## src/rtl/alu_arbiter.sv

```systemverilog
// alu_arbiter: shares one combinational ALU between two requesters.
//   Requesters are granted round-robin over valid/ready handshakes; the
//   granted operands and select are registered onto alu_op1/alu_op2/
//   alu_select, the ALU result is captured one cycle later and returned
//   with the requester id over a rsp_valid/rsp_ready handshake.
// Ports:
//   clk, rst                  clock, synchronous active-high reset
//   reqN_valid/ready          request handshake, N = 0, 1
//   reqN_op1/op2/sel          request operands and ALU select
//   alu_op1/op2/select        registered operands to the ALU
//   alu_out, alu_carry        ALU result (combinational from alu_*)
//   rsp_valid/ready           response handshake
//   rsp_id/out/carry          captured response payload
// Optional feature (macro ALU_ARB_STATS_EN): grant_cnt0/grant_cnt1,
//   16-bit saturating per-requester grant counters.
module alu_arbiter #(
  parameter int unsigned WIDTH = 64,
  parameter int unsigned SEL_W = 4
) (
  input  logic             clk,
  input  logic             rst,
  input  logic             req0_valid,
  output logic             req0_ready,
  input  logic [WIDTH-1:0] req0_op1,
  input  logic [WIDTH-1:0] req0_op2,
  input  logic [SEL_W-1:0] req0_sel,
  input  logic             req1_valid,
  output logic             req1_ready,
  input  logic [WIDTH-1:0] req1_op1,
  input  logic [WIDTH-1:0] req1_op2,
  input  logic [SEL_W-1:0] req1_sel,
  output logic [WIDTH-1:0] alu_op1,
  output logic [WIDTH-1:0] alu_op2,
  output logic [SEL_W-1:0] alu_select,
  input  logic [WIDTH-1:0] alu_out,
  input  logic             alu_carry,
  output logic             rsp_valid,
  input  logic             rsp_ready,
  output logic             rsp_id,
  output logic [WIDTH-1:0] rsp_out,
  output logic             rsp_carry
`ifdef ALU_ARB_STATS_EN
  ,
  output logic [15:0]      grant_cnt0,
  output logic [15:0]      grant_cnt1
`endif
);

  typedef enum logic [1:0] {
    IDLE = 2'd0,
    EXEC = 2'd1,
    RESP = 2'd2
  } state_e;

  state_e           state_q, state_d;
  logic             prio_q, prio_d;
  logic             id_q, id_d;
  logic [WIDTH-1:0] op1_q, op1_d;
  logic [WIDTH-1:0] op2_q, op2_d;
  logic [SEL_W-1:0] sel_q, sel_d;
  logic             rsp_valid_q, rsp_valid_d;
  logic             rsp_id_q, rsp_id_d;
  logic [WIDTH-1:0] rsp_out_q, rsp_out_d;
  logic             rsp_carry_q, rsp_carry_d;
  logic             grant1;

  // Next-state, grant decode and handshake-driven captures
  always_comb begin
    state_d     = state_q;
    prio_d      = prio_q;
    id_d        = id_q;
    op1_d       = op1_q;
    op2_d       = op2_q;
    sel_d       = sel_q;
    rsp_valid_d = rsp_valid_q;
    rsp_id_d    = rsp_id_q;
    rsp_out_d   = rsp_out_q;
    rsp_carry_d = rsp_carry_q;
    req0_ready  = 1'b0;
    req1_ready  = 1'b0;
    // req1 wins when it is the only requester or when both ask and prio points at it
    grant1      = req1_valid && (!req0_valid || prio_q);

    case (state_q)
      IDLE: begin
        req0_ready = req0_valid && !grant1;
        req1_ready = grant1;
        if (req0_ready || req1_ready) begin
          op1_d   = req1_ready ? req1_op1 : req0_op1;
          op2_d   = req1_ready ? req1_op2 : req0_op2;
          sel_d   = req1_ready ? req1_sel : req0_sel;
          id_d    = req1_ready;
          prio_d  = !req1_ready;
          state_d = EXEC;
        end
      end
      EXEC: begin
        rsp_out_d   = alu_out;
        rsp_carry_d = alu_carry;
        rsp_id_d    = id_q;
        rsp_valid_d = 1'b1;
        state_d     = RESP;
      end
      RESP: begin
        if (rsp_ready) begin
          rsp_valid_d = 1'b0;
          state_d     = IDLE;
        end
      end
      default: begin
        rsp_valid_d = 1'b0;
        state_d     = IDLE;
      end
    endcase
  end

  // State and payload registers
  always_ff @(posedge clk) begin
    if (rst) begin
      state_q     <= IDLE;
      prio_q      <= 1'b0;
      id_q        <= 1'b0;
      op1_q       <= '0;
      op2_q       <= '0;
      sel_q       <= '0;
      rsp_valid_q <= 1'b0;
      rsp_id_q    <= 1'b0;
      rsp_out_q   <= '0;
      rsp_carry_q <= 1'b0;
    end else begin
      state_q     <= state_d;
      prio_q      <= prio_d;
      id_q        <= id_d;
      op1_q       <= op1_d;
      op2_q       <= op2_d;
      sel_q       <= sel_d;
      rsp_valid_q <= rsp_valid_d;
      rsp_id_q    <= rsp_id_d;
      rsp_out_q   <= rsp_out_d;
      rsp_carry_q <= rsp_carry_d;
    end
  end

  assign alu_op1    = op1_q;
  assign alu_op2    = op2_q;
  assign alu_select = sel_q;
  assign rsp_valid  = rsp_valid_q;
  assign rsp_id     = rsp_id_q;
  assign rsp_out    = rsp_out_q;
  assign rsp_carry  = rsp_carry_q;

`ifdef ALU_ARB_STATS_EN
  logic [15:0] cnt0_q, cnt0_d;
  logic [15:0] cnt1_q, cnt1_d;

  // Saturating grant counters, one per requester
  always_comb begin
    cnt0_d = cnt0_q;
    cnt1_d = cnt1_q;
    if (req0_ready && (cnt0_q != 16'hFFFF)) cnt0_d = cnt0_q + 16'd1;
    if (req1_ready && (cnt1_q != 16'hFFFF)) cnt1_d = cnt1_q + 16'd1;
  end

  always_ff @(posedge clk) begin
    if (rst) begin
      cnt0_q <= 16'd0;
      cnt1_q <= 16'd0;
    end else begin
      cnt0_q <= cnt0_d;
      cnt1_q <= cnt1_d;
    end
  end

  assign grant_cnt0 = cnt0_q;
  assign grant_cnt1 = cnt1_q;
`endif

endmodule

```

## config.mk

```make
export PLATFORM = sky130hd
export DESIGN_NAME = alu_arbiter
export DESIGN_NICKNAME = d
export VERILOG_FILES = /design/src/rtl/alu_arbiter.sv
export SDC_FILE = /design/constraint.sdc
export NUM_CORES = 1
export LEC_CHECK = 0
export CAP_MARGIN = 25
export CORE_AREA = 2 2 209 211
export CTS_CLUSTER_DIAMETER = 100
export CTS_CLUSTER_SIZE = 24
export DETAILED_ROUTE_END_ITERATION = 8
export DIE_AREA = 0 0 211 213
export PLACE_DENSITY = 0.52
export SYNTH_ARGS = -nofsm -noshare
export SYNTH_HDL_FRONTEND = slang
export SYNTH_SLANG_ARGS = --single-unit
```

## constraint.sdc

```tcl
create_clock -name clk -period 4.2 [get_ports clk]
set_input_delay 0.42 -clock clk [delete_from_list [all_inputs] [get_ports clk]]
set_output_delay 0.42 -clock clk [all_outputs]
set_load 0.03 [all_outputs]
```

==> flow_metrics.py, run 1 <==
metrics = {
    "worst_hold_path": {
        "worstHoldPathCells": 2,
        "hold_class": "in2reg",
    },
    "timing": {
        "slew-limit-headroom": 0.4140,
        "hold_viol": 0,
        "fin_crit_sh": 0.6693,
        "skew_ps": 9.774,
        "slew_violations": 0,
        "rsz0062_at_grt": "no",
        "final-setup-viol-count": 0,
        "min_period_ps": 2811,
        "tightestPinTransition_ps": 878.9,
        "tns_ps": 0,
        "max_freq_mhz": 355.7,
    },
    "clocking": {
        "insertion_delay_ps": 480,
        "ctsLongestPathBuffers": 3,
        "clk_pin_slew_ps": 100,
        "post_cts_buffers": 0,
        "cts_resized": 0,
        "cts_tree": "done",
        "root_buffer": "clkbuf_16",
        "clkSinkCount": 203,
        "hold_buffers": 0,
        "htreeDepth": 1,
        "cts_made_buffers": 13,
    },
    "worst_setup_path": {
        "worstPathArrival_ps": 2390,
        "cp_max_fo": 25,
        "crit_path_start_kind": "primary input",
        "crit_type": "in2out",
        "cp-end-kind": "primary output",
        "worst_r2r_path_depth": 5,
        "cp.required_ps": 3780,
    },
    "floorplanning": {
        "core_sq_um": 42700,
        "start_util": 0.2090,
        "ios": 535,
        "die_h_um": 213,
        "die_area_sq_um": 44940,
        "die_w_um": 211,
        "rows": 76,
    },
    "grt": {
        "grt_pass1_vias": 9888,
        "grt_max_degree": 111,
        "grt_pass1_wl_mm": 63.27,
        "track_usage": 0.1804,
        "grt-ovfl-total": 0,
        "antenna_found_initial": 3,
    },
    "synthesis": {
        "ys_types": 25,
        "synth.yosys.seq_area_share": 0.4555,
        "synthFlopType": "dfxtp_1",
        "synth_edf_count": 0,
        "synth_nets": 1428,
        "netlist_area_sq_um": 8922,
        "syn_area_per_cell_sq_um": 8.156,
        "yosys_register_bits": 203,
        "syn_inst": 1094,
        "synthArstFlopShare": 0,
        "yosys_warnings": 0,
    },
    "finish": {
        "area_delta_synth_final_pct": 67.55,
        "fillers": 4492,
        "fin_nets": 1857,
        "design_area_sq_um": 14950,
        "multi_input_comb_area_sq_um": 4182,
        "drive_above_1_share": 0.03927,
        "final-seq-area_sq_um": 4064,
    },
    "drt": {
        "drt_pass1_iterations": 5,
        "antenna_left": 0,
        "dr.first_iter.drc_count": 634,
        "routed_wl_mm": 43.84,
        "vias": 10270,
        "wire_per_inst_um": 21.11,
        "vias_per_cell": 4.946,
        "drcViolationCount": 0,
    },
    "place": {
        "placedInstanceArea_sq_um": 14510,
        "gp_congestion": 0.7881,
        "port_buffers": 534,
        "hpwl_mm": 29.71,
    },
    "pwr": {
        "powerDensity_nw_per_um2": 378.3,
        "p_leak_nw": 4.985,
        "vdd_drop_max_mv": 0.2617,
    },
    "job": {
        "cap_violations": 0,
    },
    "outcome": {
        "outcome": "finished, final reports clean",
    },
}
==> cells in the final DEF (no fill, tap or decap), types with 2 or more instances in the layout <==
cell and instances:
a21oi_1 201, a311oi_1 124, a311oi_2 9, buf_12 6
buf_4 15, bufinv_16 2, clkbuf_16 13, clkdlybuf4s50_1 532
clkinv_4 2, dfxtp_1 203, diode_2 3, nand2_1 133
nand3_1 133, nor2_1 3, nor2_4 2, nor3_1 2
o21ai_0 133
==> power breakdown <==
group / internal (mW) / switching, mW / total [mW]
logic: 0.836 / 1.09 / 1.93
registers: 2.13 / 0.116 / 2.25
clock network: 0.723 / 0.755 / 1.48
==> cell type report <==
cell class                      instances  area share
Timing Repair Buffer                  554      0.3725
Multi-Input combinational cell        749      0.2797
Sequential cell                       203      0.2718
Tap cell                              546     0.04570
Clock buffer                           14     0.02268
Clock inverter                          6    0.006445
Inverter                                2   0.0005859
Antenna cell                            3   0.0005022
==> through the flow <==
step / std cells / hold slack, ps / power, mW / worst slack, ps / util
after floorplan: 1094 / 428.4 / 3.289 / 2517 / -
after global placement: 2053 / 440.8 / 4.219 / 1364 / 0.3393
after detailed placement: 2054 / 445.3 / 4.235 / 1353 / 0.3398
after CTS: 2074 / 402.8 / 5.750 / 1340 / 0.3500
after global routing: 2076 / 454.1 / 5.921 / 1293 / 0.3501
final: 2077 / 429.2 / 5.655 / 1389 / 0.3501
==> worst max-delay path, cell delays in order <==
cell and delay (ps):
clkdlybuf4s50_1 690, nand2b_4 280, nand2_1 130, and3_1 180, clkdlybuf4s50_1 690
==> registers in the layout (all words and copies together) (netlist names) <==
signal,cells
state_q,2
rsp_id,1
alu_op2,64
id_q,1
prio_q,1
alu_op1,64
rsp_valid,1
rsp_carry,1
rsp_out,64
alu_select,4
==> Yosys cell counts (3+ instances only) <==
| library cell | count | area (sq um) |
|---|---|---|
| a311oi_2 | 9 | 135.1 |
| o21ai_0 | 133 | 665.6 |
| buf_2 | 46 | 230.2 |
| nand3_1 | 133 | 665.6 |
| a311oi_1 | 124 | 1086 |
| a21oi_1 | 201 | 1006 |
| clkbuf_1 | 62 | 232.7 |
| dfxtp_1 | 203 | 4064 |
| nand2_1 | 133 | 499.2 |
| buf_6 | 6 | 67.56 |
| nor2_1 | 3 | 11.26 |
| buf_4 | 17 | 127.6 |
| buf_1 | 8 | 30.03 |
==> worst paths after layout <==
| path | startpoint | to | slack [ps] |
|---|---|---|---|
| setup / recovery | req0_valid | req0_ready | 1390 |
| hold / removal | rst | state_q[1] | 430 |
| setup reg to reg | state_q[1] | alu_op1[1] | 2060 |
| hold reg to reg | rsp_out[27] | rsp_out[27] | 460 |
==> kinds of logic (layout without fill, tap and decap cells) <==
kind of cell | Yosys count | count (layout) | share of synthesized area
compound gates | 467 | 467 | 0.3242
buf+inv | 142 | 576 | 0.07881
flops | 203 | 203 | 0.4555
other cells | 0 | 3 | 0
simple gates | 282 | 282 | 0.1415
==> routing by layer <==
metal,up-vias,global-route usage,share of wire
li1,4899,-,-
met3,57,0.04177,0.071
met4,0,0.05270,0.028
met2,401,0.3034,0.48
met5,-,0,0
met1,4916,0.2302,0.42
Power figures use the tool's default switching activity.
==> run 2: changes to the inputs <==
--- a/config.mk
+++ b/config.mk
@@ -11,7 +11,7 @@
 export CTS_CLUSTER_SIZE = 24
 export DETAILED_ROUTE_END_ITERATION = 8
 export DIE_AREA = 0 0 211 213
-export PLACE_DENSITY = 0.52
+export PLACE_DENSITY = 0.54
 export SYNTH_ARGS = -nofsm -noshare
 export SYNTH_HDL_FRONTEND = slang
 export SYNTH_SLANG_ARGS = --single-unit
==> constraint.sdc (replaced) <==
create_clock -name clk -period 2.3 [get_ports clk]
set_input_delay 0.23 -clock clk [delete_from_list [all_inputs] [get_ports clk]]
set_output_delay 0.23 -clock clk [all_outputs]
set_load 0.03 [all_outputs]
==> run 2 against run 1 <==
Utilization grew 0.67 points. Count of clock-buffer cells in the layout grew 1. Via count increased by 0.20%. Sequential power grew 82%. Flip-flop and latch count unchanged. Largest cell class unchanged.
==> flow_metrics.py, run 2 (synthesis results as in run 1) <==
metrics = {
    "timing": {
        "layout_setup_ws_ps": 210.3,
        "skew_ps": 30.03,
        "tightestPinTransition_ps": 630.4,
        "min_period_ps": 2090,
        "slew-limit-headroom": 0.5798,
        "tns_ps": 0,
        "slew_violations": 0,
        "max_freq_mhz": 478.5,
        "fin_hold_ws_ps": 148.0,
        "final-setup-viol-count": 0,
        "hold_viol": 0,
        "fin_crit_sh": 0.9086,
        "rsz0062_at_grt": "no",
    },
    "worst_setup_path": {
        "worst-path-stages": 4,
        "critical-path-max-stage-delay_ps": 400,
        "crit_path_start": "state_q[1]",
        "crit_family": "buffers and inverters",
        "slowest_stage": "dfxtp_1",
        "reg2reg_slack_ps": 640,
        "crit_type": "reg2out",
        "path_buf_inv": 2,
        "cp.required_ps": 2070,
        "crit_chain": "nor2_4, buf_12, and3_1, buf_4",
        "worst_r2r_path_depth": 4,
        "worstReg2RegEnd": "alu_op2[48]",
        "worstPathArrival_ps": 1860,
        "crit_path_start_kind": "flop",
        "cp_max_fo": 81,
        "timing.rr.start": "state_q[1]",
        "cp-end-kind": "primary output",
    },
    "pwr": {
        "powerDensity_nw_per_um2": 674.2,
        "p_leak_nw": 5.135,
        "vdd_drop_max_mv": 0.3409,
        "p_total_mw": 10.27,
    },
    "finish": {
        "final-seq-area_sq_um": 4064,
        "multi_input_comb_area_sq_um": 4182,
        "drive_above_1_share": 0.05049,
        "final_common_cell": "clkdlybuf4s50_1",
        "design_area_sq_um": 15230,
        "fillers": 4376,
        "area_delta_synth_final_pct": 70.73,
        "fin_nets": 1875,
        "final_util": 0.3568,
        "final_cells": 2092,
        "layout_common_cells": "clkdlybuf4s50_1, dfxtp_1, a21oi_1",
    },
    "floorplanning": {
        "die_h_um": 213,
        "start_util": 0.2090,
        "rows": 76,
        "die_w_um": 211,
        "core_sq_um": 42700,
        "ios": 535,
        "die_area_sq_um": 44940,
    },
    "grt": {
        "grt_pass1_vias": 9694,
        "track_usage": 0.1689,
        "antenna_found_initial": 1,
        "grt_pass1_wl_mm": 60.09,
        "grt_max_degree": 103,
        "grt-ovfl-total": 0,
    },
    "clocking": {
        "hold_buffers": 0,
        "post_cts_buffers": 0,
        "clk_pin_slew_ps": 100,
        "cts_resized": 0,
        "insertion_delay_ps": 500,
        "root_buffer": "clkbuf_16",
        "cts_tree": "done",
        "clkSinkCount": 203,
        "ctsLongestPathBuffers": 3,
        "cts_made_buffers": 13,
        "htreeDepth": 1,
    },
    "drt": {
        "wire_per_inst_um": 19.63,
        "vias_per_cell": 4.921,
        "drt_pass1_iterations": 5,
        "routed_wl_mm": 41.07,
        "drcViolationCount": 0,
        "antenna_left": 0,
        "vias": 10290,
        "dr.first_iter.drc_count": 719,
    },
    "place": {
        "post-place-ws_ps": 244.0,
        "port_buffers": 534,
        "dp.cells": 2072,
        "hpwl_mm": 28.72,
        "placedInstanceArea_sq_um": 14820,
        "gp_congestion": 0.8046,
    },
    "worst_hold_path": {
        "hp-start": "req1_valid",
        "worstHoldEndpoint": "alu_op2[14]",
        "worstHoldPathCells": 3,
        "hold_class": "in2reg",
    },
    "outcome": {
        "outcome": "finished, final reports clean",
    },
    "job": {
        "cap_violations": 0,
    },
}
-- run 2: how the worst max path moves through the flow --
stage | end | slack [ps]
2_1_floorplan | req0_ready | 810
3_3_place_gp | alu_op1[24] | 310
3_5_place_dp | alu_op1[9] | 240
4_1_cts | req0_ready | 130
5_1_grt | req1_ready | 70
6_report | req0_ready | 210
-- run 2: per-layer routing --
layer | wire, um | vias to the layer above | global-route usage | part of all wire
li1 | - | 4927 | - | -
met1 | 16790 | 4856 | 0.2139 | 0.41
met2 | 19830 | 454 | 0.2828 | 0.48
met3 | 3168 | 57 | 0.04030 | 0.077
met4 | 1282 | 0 | 0.05367 | 0.031
met5 | 0 | - | 0 | 0
-- run 2: worst register-to-register path, cell delays in order, from the launching register on --
cell      delay, ps
dfxtp_1         400
or2_1           310
nor2_4          210
buf_12          300
a311oi_1        300
-- run 2: cell type report --
cell class	count	area share
Timing Repair Buffer	572	0.3864
Multi-Input combinational cell	749	0.2745
Sequential cell	203	0.2668
Tap cell	546	0.04485
Clock buffer	15	0.02251
Clock inverter	4	0.004189
Inverter	2	0.0005749
Antenna cell	1	0.0001643
-- run 2: power breakdown --
group | leakage, nW | internal, mW | switching (mW)
Sequential | 1.68 | 3.89 | 0.208
Clock | 0.199 | 1.22 | 1.38
Combinational | 3.26 | 1.61 | 1.97
Total | 5.13 | 6.71 | 3.56
==> run 3: changes to the inputs <==
--- a/config.mk
+++ b/config.mk
@@ -11,7 +11,7 @@
 export CTS_CLUSTER_SIZE = 24
 export DETAILED_ROUTE_END_ITERATION = 8
 export DIE_AREA = 0 0 211 213
-export PLACE_DENSITY = 0.54
+export RECOVER_POWER = 50
 export SYNTH_ARGS = -nofsm -noshare
 export SYNTH_HDL_FRONTEND = slang
 export SYNTH_SLANG_ARGS = --single-unit
==> run 3 against run 2 <==
Setup slack improved by 110 ps. Combinational power shrank 1%. Highest routed layer unchanged. Hold slack lost 27 ps. Sequential power about the same. Non-clock buffer count decreased by 5. Power down 1.9%. Flip-flop and latch count stayed put. Global-route usage down 0.55 points. Register-to-register slack worse by 320 ps.
==> flow_metrics.py, run 3 (synthesis results as in run 1) <==
metrics = {
    "drt": {
        "vias": 10380,
        "drcViolationCount": 0,
        "antenna_left": 0,
        "wire_per_inst_um": 19.25,
        "vias_per_cell": 4.976,
        "drt_pass1_iterations": 5,
        "dr.first_iter.drc_count": 751,
        "routed_wl_mm": 40.15,
    },
    "floorplanning": {
        "rows": 76,
        "die_area_sq_um": 44940,
        "ios": 535,
        "start_util": 0.2090,
        "die_h_um": 213,
        "core_sq_um": 42700,
        "die_w_um": 211,
    },
    "clocking": {
        "clk_pin_slew_ps": 100,
        "htreeDepth": 1,
        "post_cts_buffers": 0,
        "cts_made_buffers": 13,
        "root_buffer": "clkbuf_16",
        "clkSinkCount": 203,
        "hold_buffers": 0,
        "insertion_delay_ps": 500,
        "ctsLongestPathBuffers": 3,
        "cts_resized": 0,
        "cts_tree": "done",
    },
    "finish": {
        "insertedDiodeCount": 0,
        "final-seq-area_sq_um": 4064,
        "fillers": 4413,
        "layout_common_cells": "clkdlybuf4s50_1, dfxtp_1, a21oi_1",
        "multi_input_comb_area_sq_um": 4174,
        "design_area_sq_um": 15080,
        "final_cells": 2086,
        "area_delta_synth_final_pct": 69.02,
        "final_common_cell": "clkdlybuf4s50_1",
        "fin_nets": 1870,
        "drive_above_1_share": 0.04675,
    },
    "grt": {
        "grt_pass1_vias": 9884,
        "track_usage": 0.1633,
        "grt_pass1_wl_mm": 58.15,
        "grt_max_degree": 110,
        "antenna_found_initial": 0,
        "grt-ovfl-total": 0,
    },
    "pwr": {
        "powerDensity_nw_per_um2": 668.1,
        "vdd_drop_max_mv": 0.4140,
        "p_leak_nw": 5.052,
    },
    "job": {
        "cap_violations": 0,
    },
    "timing": {
        "tns_ps": 0,
        "slew-limit-headroom": 0.4299,
        "hold_viol": 0,
        "min_period_ps": 1976,
        "slew_violations": 0,
        "skew_ps": 31.92,
        "tightestPinTransition_ps": 855.1,
        "final-setup-viol-count": 0,
        "fin_crit_sh": 0.8593,
        "max_freq_mhz": 506.0,
        "rsz0062_at_grt": "no",
    },
    "worst_setup_path": {
        "cp-end-kind": "flop",
        "cp.required_ps": 2690,
        "crit_type": "reg2reg",
        "worstPathArrival_ps": 2370,
        "cp_max_fo": 66,
        "crit_path_start_kind": "flop",
    },
    "place": {
        "port_buffers": 534,
        "placedInstanceArea_sq_um": 14760,
        "dp.cells": 2067,
        "gp_congestion": 0.8234,
        "hpwl_mm": 28.04,
    },
    "outcome": {
        "outcome": "finished, final reports clean",
    },
    "worst_hold_path": {
        "hold_class": "in2reg",
    },
}
-- run 3: cell count changes in the layout (fill, tap and decap cells not counted), sizes merged --
cell,delta
buf,-9
clkbuf,+3
clkinvlp,+3
inv,-2
bufinv,-1
clkinv,+1
diode,-1
-- run 3: final timing paths --
check	startpoint	end	slack, ps	depth (start not counted)
worst max-delay path	state_q[0]	alu_op2[6]	320	4
worst min-delay path	rst	rsp_out[7]	120	2
worst max register to register	state_q[0]	alu_op2[6]	320	4
worst min register to register	rsp_out[51]	rsp_out[51]	460	2
-- run 3: layout make-up --
type	count	share of cell area
Clock inverter	5	0.003153
Multi-Input combinational cell	749	0.2768
Sequential cell	203	0.2695
Tap cell	546	0.04530
Timing Repair Buffer	567	0.3829
Clock buffer	14	0.02182
Inverter	2	0.0005808
-- run 3: metrics by stage --
| step | hold slack, ps | setup WS, ps | power (mW) | utilization |
|---|---|---|---|---|
| 4_1_cts | 109.5 | 343.2 | 10.27 | 0.3546 |
| 3_3_place_gp | 442.0 | 375.1 | 7.754 | 0.3457 |
| 6_report | 121.3 | 323.6 | 10.07 | 0.3532 |
| 5_1_grt | 126.2 | 149.3 | 10.56 | 0.3532 |
| 3_5_place_dp | 446.3 | 313.4 | 7.784 | 0.3457 |
| 2_1_floorplan | 366.0 | 810.1 | 6.006 | - |
-- run 3: power by group --
group / total [mW] / internal, mW / switching, mW
clock network: 2.42 / 1.07 / 1.36
registers: 4.11 / 3.89 / 0.220
logic: 3.54 / 1.58 / 1.96
total: 10.1 / 6.54 / 3.54
-- run 3: metal layers --
layer / vias up / track usage / part of all wire
li1: 4924 / - / -
met5: - / 0 / 0
met1: 4932 / 0.2029 / 0.40
met2: 467 / 0.2721 / 0.48
met3: 56 / 0.04530 / 0.087
met4: 0 / 0.05512 / 0.031
-- run 3: worst max-delay path: stages, from the launching register on --
cell      delay, ps
dfxtp_1         390
nor2_4          240
clkbuf_4        740
a21oi_1         130
a311oi_1        310
